$ cat config.mk
export PLATFORM = sky130hd
export DESIGN_NAME = rgb_frame_parser_flat
export DESIGN_NICKNAME = d
export VERILOG_FILES = /design/src/rtl/rgb_frame_parser_if.sv /design/src/rtl/rgb_frame_parser.sv /design/src/flat_wrapper.sv
export SDC_FILE = /design/constraint.sdc
export NUM_CORES = 1
export LEC_CHECK = 0
export CAP_MARGIN = 10
export CORE_UTILIZATION = 35
export DETAILED_ROUTE_END_ITERATION = 8
export PLACE_DENSITY = 0.61
export SLEW_MARGIN = 20
export SYNTH_ARGS = -nofsm -noshare
export SYNTH_HDL_FRONTEND = slang
export SYNTH_SLANG_ARGS = --single-unit
$ cat constraint.sdc
create_clock -name clock -period 5.1 [get_ports clock]
set_input_delay 0.51 -clock clock [delete_from_list [all_inputs] [get_ports clock]]
set_output_delay 0.51 -clock clock [all_outputs]
set_load 0.005 [all_outputs]
$ cat src/rtl/rgb_frame_parser_if.sv
// ---------------------------------------------------------------------------
// rgb_frame_parser_if
//   Groups the byte-stream input and the token/status outputs of the
//   RGB frame parser.
//
//   Signals:
//     rx_data     [7:0]  received byte, meaningful only while rx_valid = 1
//     rx_valid           one-cycle strobe per received byte
//     token       [5:0]  last accepted frame, {r[1:0], g[1:0], b[1:0]}
//     token_valid        one-cycle pulse when token is updated
//     frame_error        one-cycle pulse when a frame is abandoned
//     err_count   [7:0]  saturating count of frame_error pulses
//     busy               parser is inside a frame (state is not IDLE)
//
//   Modports:
//     master  byte source / token consumer (UART side and PWM side)
//     slave   the parser itself
// ---------------------------------------------------------------------------
interface rgb_frame_parser_if;
    logic [7:0] rx_data;
    logic       rx_valid;
    logic [5:0] token;
    logic       token_valid;
    logic       frame_error;
    logic [7:0] err_count;
    logic       busy;

    modport master (
        output rx_data, rx_valid,
        input  token, token_valid, frame_error, err_count, busy
    );

    modport slave (
        input  rx_data, rx_valid,
        output token, token_valid, frame_error, err_count, busy
    );
endinterface

$ cat src/rtl/rgb_frame_parser.sv
// ---------------------------------------------------------------------------
// rgb_frame_parser
//   Validates six-byte ASCII frames "R<d>G<d>B<d>" (each <d> is '0'..'3')
//   arriving one byte per rx_valid strobe, and publishes the three 2-bit
//   digits as a registered token with a one-cycle valid pulse. Malformed
//   frames and frames that stall longer than TIMEOUT_CYCLES between bytes
//   are abandoned, flagged on frame_error and counted in err_count.
//
//   Parameters:
//     TIMEOUT_CYCLES  idle cycles allowed between bytes of a frame (>= 2)
//
//   Ports:
//     clock    system clock, rising edge
//     reset_n  asynchronous active-low reset
//     bus      slave side of rgb_frame_parser_if (byte in, token/status out)
// ---------------------------------------------------------------------------
module rgb_frame_parser #(
    parameter int TIMEOUT_CYCLES = 208320
) (
    input  logic                clock,
    input  logic                reset_n,
    rgb_frame_parser_if.slave   bus
);

    localparam int             CNT_W = $clog2(TIMEOUT_CYCLES);
    localparam logic [CNT_W-1:0] CNT_LIMIT = CNT_W'(TIMEOUT_CYCLES - 1);

    localparam logic [7:0] CHAR_R = 8'h52;
    localparam logic [7:0] CHAR_G = 8'h47;
    localparam logic [7:0] CHAR_B = 8'h42;

    typedef enum logic [2:0] {
        IDLE,
        EXP_RD,
        EXP_G,
        EXP_GD,
        EXP_B,
        EXP_BD
    } state_t;

    state_t           state;
    logic [CNT_W-1:0] idle_cnt;
    logic [1:0]       r_stage;
    logic [1:0]       g_stage;

    // Byte classification. Digits '0'..'3' are 0x30..0x33, so the upper six
    // bits identify the class and the low two bits are the value.
    logic is_r;
    logic is_g;
    logic is_b;
    logic is_digit;

    assign is_r     = (bus.rx_data == CHAR_R);
    assign is_g     = (bus.rx_data == CHAR_G);
    assign is_b     = (bus.rx_data == CHAR_B);
    assign is_digit = (bus.rx_data[7:2] == 6'b0011_00);

    // Whether the current byte is the one the current state expects.
    // IDLE accepts everything: unknown bytes there are silently dropped.
    logic byte_ok;

    // NOTE: every signal assigned in always_comb gets a default first, so no
    // path through the case can leave it unassigned and infer a latch.
    always_comb begin
        byte_ok = 1'b0;
        unique case (state)
            IDLE:                   byte_ok = 1'b1;
            EXP_RD, EXP_GD, EXP_BD: byte_ok = is_digit;
            EXP_G:                  byte_ok = is_g;
            EXP_B:                  byte_ok = is_b;
            default:                byte_ok = 1'b0;
        endcase
    end

    // A frame is abandoned either by a wrong byte or by the inter-byte
    // timeout. A byte arriving on the limit cycle wins over the timeout.
    logic timeout_hit;
    logic bad_byte;
    logic abandon;

    assign timeout_hit = (state != IDLE) && (idle_cnt == CNT_LIMIT) && !bus.rx_valid;
    assign bad_byte    = bus.rx_valid && !byte_ok;
    assign abandon     = timeout_hit || bad_byte;

    // busy is a straight decode of the state register, so it carries no
    // combinational path from the inputs.
    assign bus.busy = (state != IDLE);

    // NOTE: sequential state uses non-blocking assignments so every flop
    // samples pre-edge values regardless of statement order.
    // NOTE: the staging registers are reset along with everything else; they
    // are only two bits each, and a clean reset keeps simulation X-free.
    always_ff @(posedge clock or negedge reset_n) begin
        if (!reset_n) begin
            state           <= IDLE;
            idle_cnt        <= '0;
            r_stage         <= '0;
            g_stage         <= '0;
            bus.token       <= '0;
            bus.token_valid <= 1'b0;
            bus.frame_error <= 1'b0;
            bus.err_count   <= '0;
        end else begin
            bus.token_valid <= 1'b0;
            bus.frame_error <= 1'b0;

            // Inter-byte idle counter: only runs while inside a frame.
            if (bus.rx_valid || state == IDLE || timeout_hit) begin
                idle_cnt <= '0;
            end else begin
                idle_cnt <= idle_cnt + CNT_W'(1);
            end

            if (abandon) begin
                bus.frame_error <= 1'b1;
                if (bus.err_count != 8'hFF) begin
                    bus.err_count <= bus.err_count + 8'd1;
                end
                // An 'R' that breaks a frame is taken as the start of the
                // next one. On a timeout rx_valid is 0, so this yields IDLE.
                state <= (bus.rx_valid && is_r) ? EXP_RD : IDLE;
            end else if (bus.rx_valid) begin
                unique case (state)
                    IDLE: begin
                        if (is_r) begin
                            state <= EXP_RD;
                        end
                    end
                    EXP_RD: begin
                        r_stage <= bus.rx_data[1:0];
                        state   <= EXP_G;
                    end
                    EXP_G: begin
                        state <= EXP_GD;
                    end
                    EXP_GD: begin
                        g_stage <= bus.rx_data[1:0];
                        state   <= EXP_B;
                    end
                    EXP_B: begin
                        state <= EXP_BD;
                    end
                    EXP_BD: begin
                        bus.token       <= {r_stage, g_stage, bus.rx_data[1:0]};
                        bus.token_valid <= 1'b1;
                        state           <= IDLE;
                    end
                    default: begin
                        state <= IDLE;
                    end
                endcase
            end
        end
    end

endmodule

$ cat src/flat_wrapper.sv
// flat-port wrapper written by rule: the top's interface ports become plain ports
module rgb_frame_parser_flat 
#(
    parameter int TIMEOUT_CYCLES = 208320
)
  (clock, reset_n, bus_rx_data, bus_rx_valid, bus_token, bus_token_valid, bus_frame_error, bus_err_count, bus_busy);
  rgb_frame_parser_if bus_i ();
  input  logic clock;
  input  logic reset_n;
  input wire logic [$bits(bus_i.rx_data)-1:0] bus_rx_data;
  input wire logic [$bits(bus_i.rx_valid)-1:0] bus_rx_valid;
  output wire logic [$bits(bus_i.token)-1:0] bus_token;
  output wire logic [$bits(bus_i.token_valid)-1:0] bus_token_valid;
  output wire logic [$bits(bus_i.frame_error)-1:0] bus_frame_error;
  output wire logic [$bits(bus_i.err_count)-1:0] bus_err_count;
  output wire logic [$bits(bus_i.busy)-1:0] bus_busy;
  assign bus_i.rx_data = bus_rx_data;
  assign bus_i.rx_valid = bus_rx_valid;
  assign bus_token = bus_i.token;
  assign bus_token_valid = bus_i.token_valid;
  assign bus_frame_error = bus_i.frame_error;
  assign bus_err_count = bus_i.err_count;
  assign bus_busy = bus_i.busy;
  rgb_frame_parser #(.TIMEOUT_CYCLES(TIMEOUT_CYCLES)) u_core (.clock(clock), .reset_n(reset_n), .bus(bus_i));
endmodule
==> run_results.csv <==
group,metric,value,unit
run_status,outcome,"complete, no violations",
pwr,peakVddDrop,257.5,uV
worst_setup_path,crit_type,"in2reg",
synth,synth.area.top_cells,"dfrtp_1, xor2_1, mux2_2",
routing,viasPerCell,5.181,
synth,yosysTopAreaCell,"dfrtp_1",
sta,post-route-min-period,2.317,ns
sta,slew-limit-headroom,39.94,%
floorplanning,die_w,79.71,um
hold_path,min_path_type,"in2async",
synth,syn_nets,212,
global_route,grt_pass1_wl,6934,um
placed_design,dp_hpwl,2764,um
worst_setup_path,worstPathRequired,5.27,ns
routing,routed_wl,4018,um
sta,tightest_slew,0.9009,ns
placed_design,gp_congestion,0.7052,
floorplanning,rows,27,
sta,fin_crit_sh,45.44,%
cts,cts.htree.levels,2,
cts,clk_pin_slew_worst_paths,0.08,ns
worst_setup_path,r2r_start,"u_core.idle_cnt[12]$_DFF_PN0_",
synth,yosysTopAreaCellShare,48.55,%
cts,clk_path_buf_depth,2,
global_route,track_usage,14.21,%
worst_setup_path,worstSetupEndpointType,"register",
worst_setup_path,rr_worst_depth,5,
sta,clock.fmax,0.4315,GHz
global_route,grt_max_degree,42,
worst_setup_path,critPathMaxStageDelay,0.49,ns
global_route,antenna_found_initial,0,
cells_and_area,mostFrequentLayoutCells,"dfrtp_1, nor2_1, clkdlybuf4s50_1, nand2_1, xor2_1",
synth,synthFlopType,"dfrtp_1",
cts,post_cts_resized,0,
pwr,p_comb_share,34.3,%
cells_and_area,drive_gt1_share,11.01,%
synth,synthArstFlopShare,100.0,%
global_route,grt-ovfl-total,0,
pwr,totalPowerFinal,1.091,mW
cts,cts_made_buffers,5,
routing,drc,0,
routing,num_vias,1549,
pwr,cell_internal_pwr,0.7261,mW
cts,clk_latency,0.28,ns
synth,seq_area_frac_synth,48.55,%
routing,routedWlPerCell,13.44,um
worst_setup_path,start_kind,"input port",
pwr,pwr-share-seq,46.4,%
synth,syn_avg_cell_area,10.62,um^2
pwr,p_clk_share,19.4,%
sta,hold_viol,0,
floorplanning,initial_utilization,37.24,%
sta,tns,0,ns
cells_and_area,nNetsFinal,240,
cts,cts_tree,"built",
cells_and_area,n_antenna_cell,0,
worst_setup_path,ff2ff_setup_slack,2.95,ns
floorplanning,coreArea,0.005675,mm^2
worst_setup_path,path_cells,"clkdlybuf4s50_1 > nor4b_4 > a41oi_4 > nor4b_4 > mux2_2",
sta,final_max_slew_viol_count,0,
floorplanning,die_h,79.71,um
worst_setup_path,crit_arrival,2.49,ns
worst_setup_path,cpMostUsedCell,"nor4b_4",
synth,ys_warn_count,0,
pwr,power.density,432.9,mW/mm^2
cells_and_area,fill_cells,569,
cts,cts.sinks,41,
pwr,p_sw,0.3654,mW
cells_and_area,fin_util,44.42,%
cells_and_area,final_common_cell,"dfrtp_1",
placed_design,place_ws,2.478,ns
cts,clk_root_buffer_cell,"clkbuf_8",
sta,finClkSkew,0.006088,ns
cts,hold_buffers,0,
sta,fin_ws,2.783,ns
floorplanning,die-area,0.006353,mm^2
synth,synth_cell_types,42,
routing,drtPass1Iterations,4,
global_route,grt_pass1_vias,1488,
flow_run,drv_cap,0,
pwr,switching_share,33.47,%
synth,synth_edf_count,0,
synth,syn_inst,199,
floorplanning,io_pins,28,
cts,postCtsSetupBuffers,0,
synth,synth_area,0.002113,mm^2
sta,rsz0062_at_grt,"no",
pwr,p_leak,1.023,nW
synth,ys_seq_elements,41,
cells_and_area,syn2layout_area_growth,19.30,%
worst_setup_path,path_max_fanout,7,
routing,drtIter0Drc,93,
placed_design,portBuffers,27,
sta,setup_violations,0,
worst_setup_path,critPathSlowestCell,"nor4b_4",
routing,drtAntennaViolNets,0,
worst_setup_path,reg2reg_to,"u_core.bus.err_count[1]$_DFFE_PN0P_",
==> final cells by class <==
cell class	count	area [um^2]	share of cell area [%]
timing repair buffer	27	265.3	10.52
tap	72	90.09	3.573
multi-input combinational	149	1042	41.34
inverter	3	11.26	0.4466
sequential	41	1026	40.69
clock buffer	7	86.33	3.424
==> cells in the mapped netlist, types with 2 or more instances <==
master	count
nand4_1	5
a32o_1	2
nand4b_1	2
a2111o_1	3
mux2_2	10
a21oi_1	7
nor3_1	5
a211o_1	2
buf_4	2
dfrtp_1	41
nand2_1	17
buf_2	3
xor2_1	13
and3_1	4
a31oi_1	3
nor2_1	26
xnor2_1	10
nor4_1	4
nor4b_4	2
nand3_1	11
ha_1	2
inv_1	3
nand2b_1	2
o21ai_0	2
==> worst max path at each step <==
| stage | startpoint | end | slack (ns) |
|---|---|---|---|
| after CTS | bus_rx_data[2] | u_core.bus.token[4]$_DFFE_PN0P_ | 2.78 |
| after detailed placement | bus_rx_data[2] | u_core.bus.token[4]$_DFFE_PN0P_ | 2.48 |
| after global placement | bus_rx_data[2] | u_core.bus.token[2]$_DFFE_PN0P_ | 2.50 |
| final | bus_rx_data[2] | u_core.bus.token[4]$_DFFE_PN0P_ | 2.78 |
| after global routing | bus_rx_data[2] | u_core.r_stage[1]$_DFFE_PN0P_ | 2.67 |
| after floorplan | bus_rx_data[2] | u_core.bus.token[0]$_DFFE_PN0P_ | 3.13 |
==> worst max-delay path: cells and delay by family <==
kind	cells	cell delay (ns)
compound gates	1	0.21
simple gates	2	0.90
mux	1	0.38
buf+inv	1	0.48
==> state kept, by name (all words and copies together), names as in the netlist <==
| signal | count |
|---|---|
| u_core.bus.token | 6 |
| u_core.bus.err_count | 8 |
| u_core.bus.token_valid | 1 |
| u_core.idle_cnt | 18 |
| u_core.g_stage | 2 |
| u_core.r_stage | 2 |
| u_core.bus.frame_error | 1 |
| u_core.state | 3 |
==> routing by layer <==
metal	vias up	global-route usage [%]	wire, um
met1	740	20.01	2059
met3	4	3.657	186
li1	769	-	-
met2	36	20.34	1699
met5	-	0	0
met4	0	6.182	73
==> power by group through the flow <==
stage / logic, mW / clock network (mW) / registers [mW]
5_1_grt: 0.414 / 0.234 / 0.523
2_1_floorplan: 0.263 / 0 / 0.471
3_5_place_dp: 0.376 / 0 / 0.513
6_report: 0.374 / 0.211 / 0.506
3_3_place_gp: 0.372 / 0 / 0.512
4_1_cts: 0.379 / 0.220 / 0.507
==> kinds of logic (layout without fill, tap and decap cells) <==
kind of cell | Yosys count | count (layout) | synth area share (%)
compound gates | 26 | 26 | 10.07
xor+xnor | 23 | 23 | 9.532
fa+ha+maj | 2 | 2 | 1.184
buf+inv | 9 | 37 | 2.131
flops | 41 | 41 | 48.55
mux | 11 | 11 | 6.039
simple gates | 87 | 87 | 22.50
==> metrics by stage <==
stage	instance area [um^2]	instances	hold slack, ns
after global placement	2435	292	0.4803
after global routing	2521	299	0.4308
after detailed placement	2435	292	0.4862
after CTS	2521	299	0.3930
after floorplan	2113	199	0.2144
final	2521	299	0.3539
Note: power is estimated with default switching activity, not from simulation.
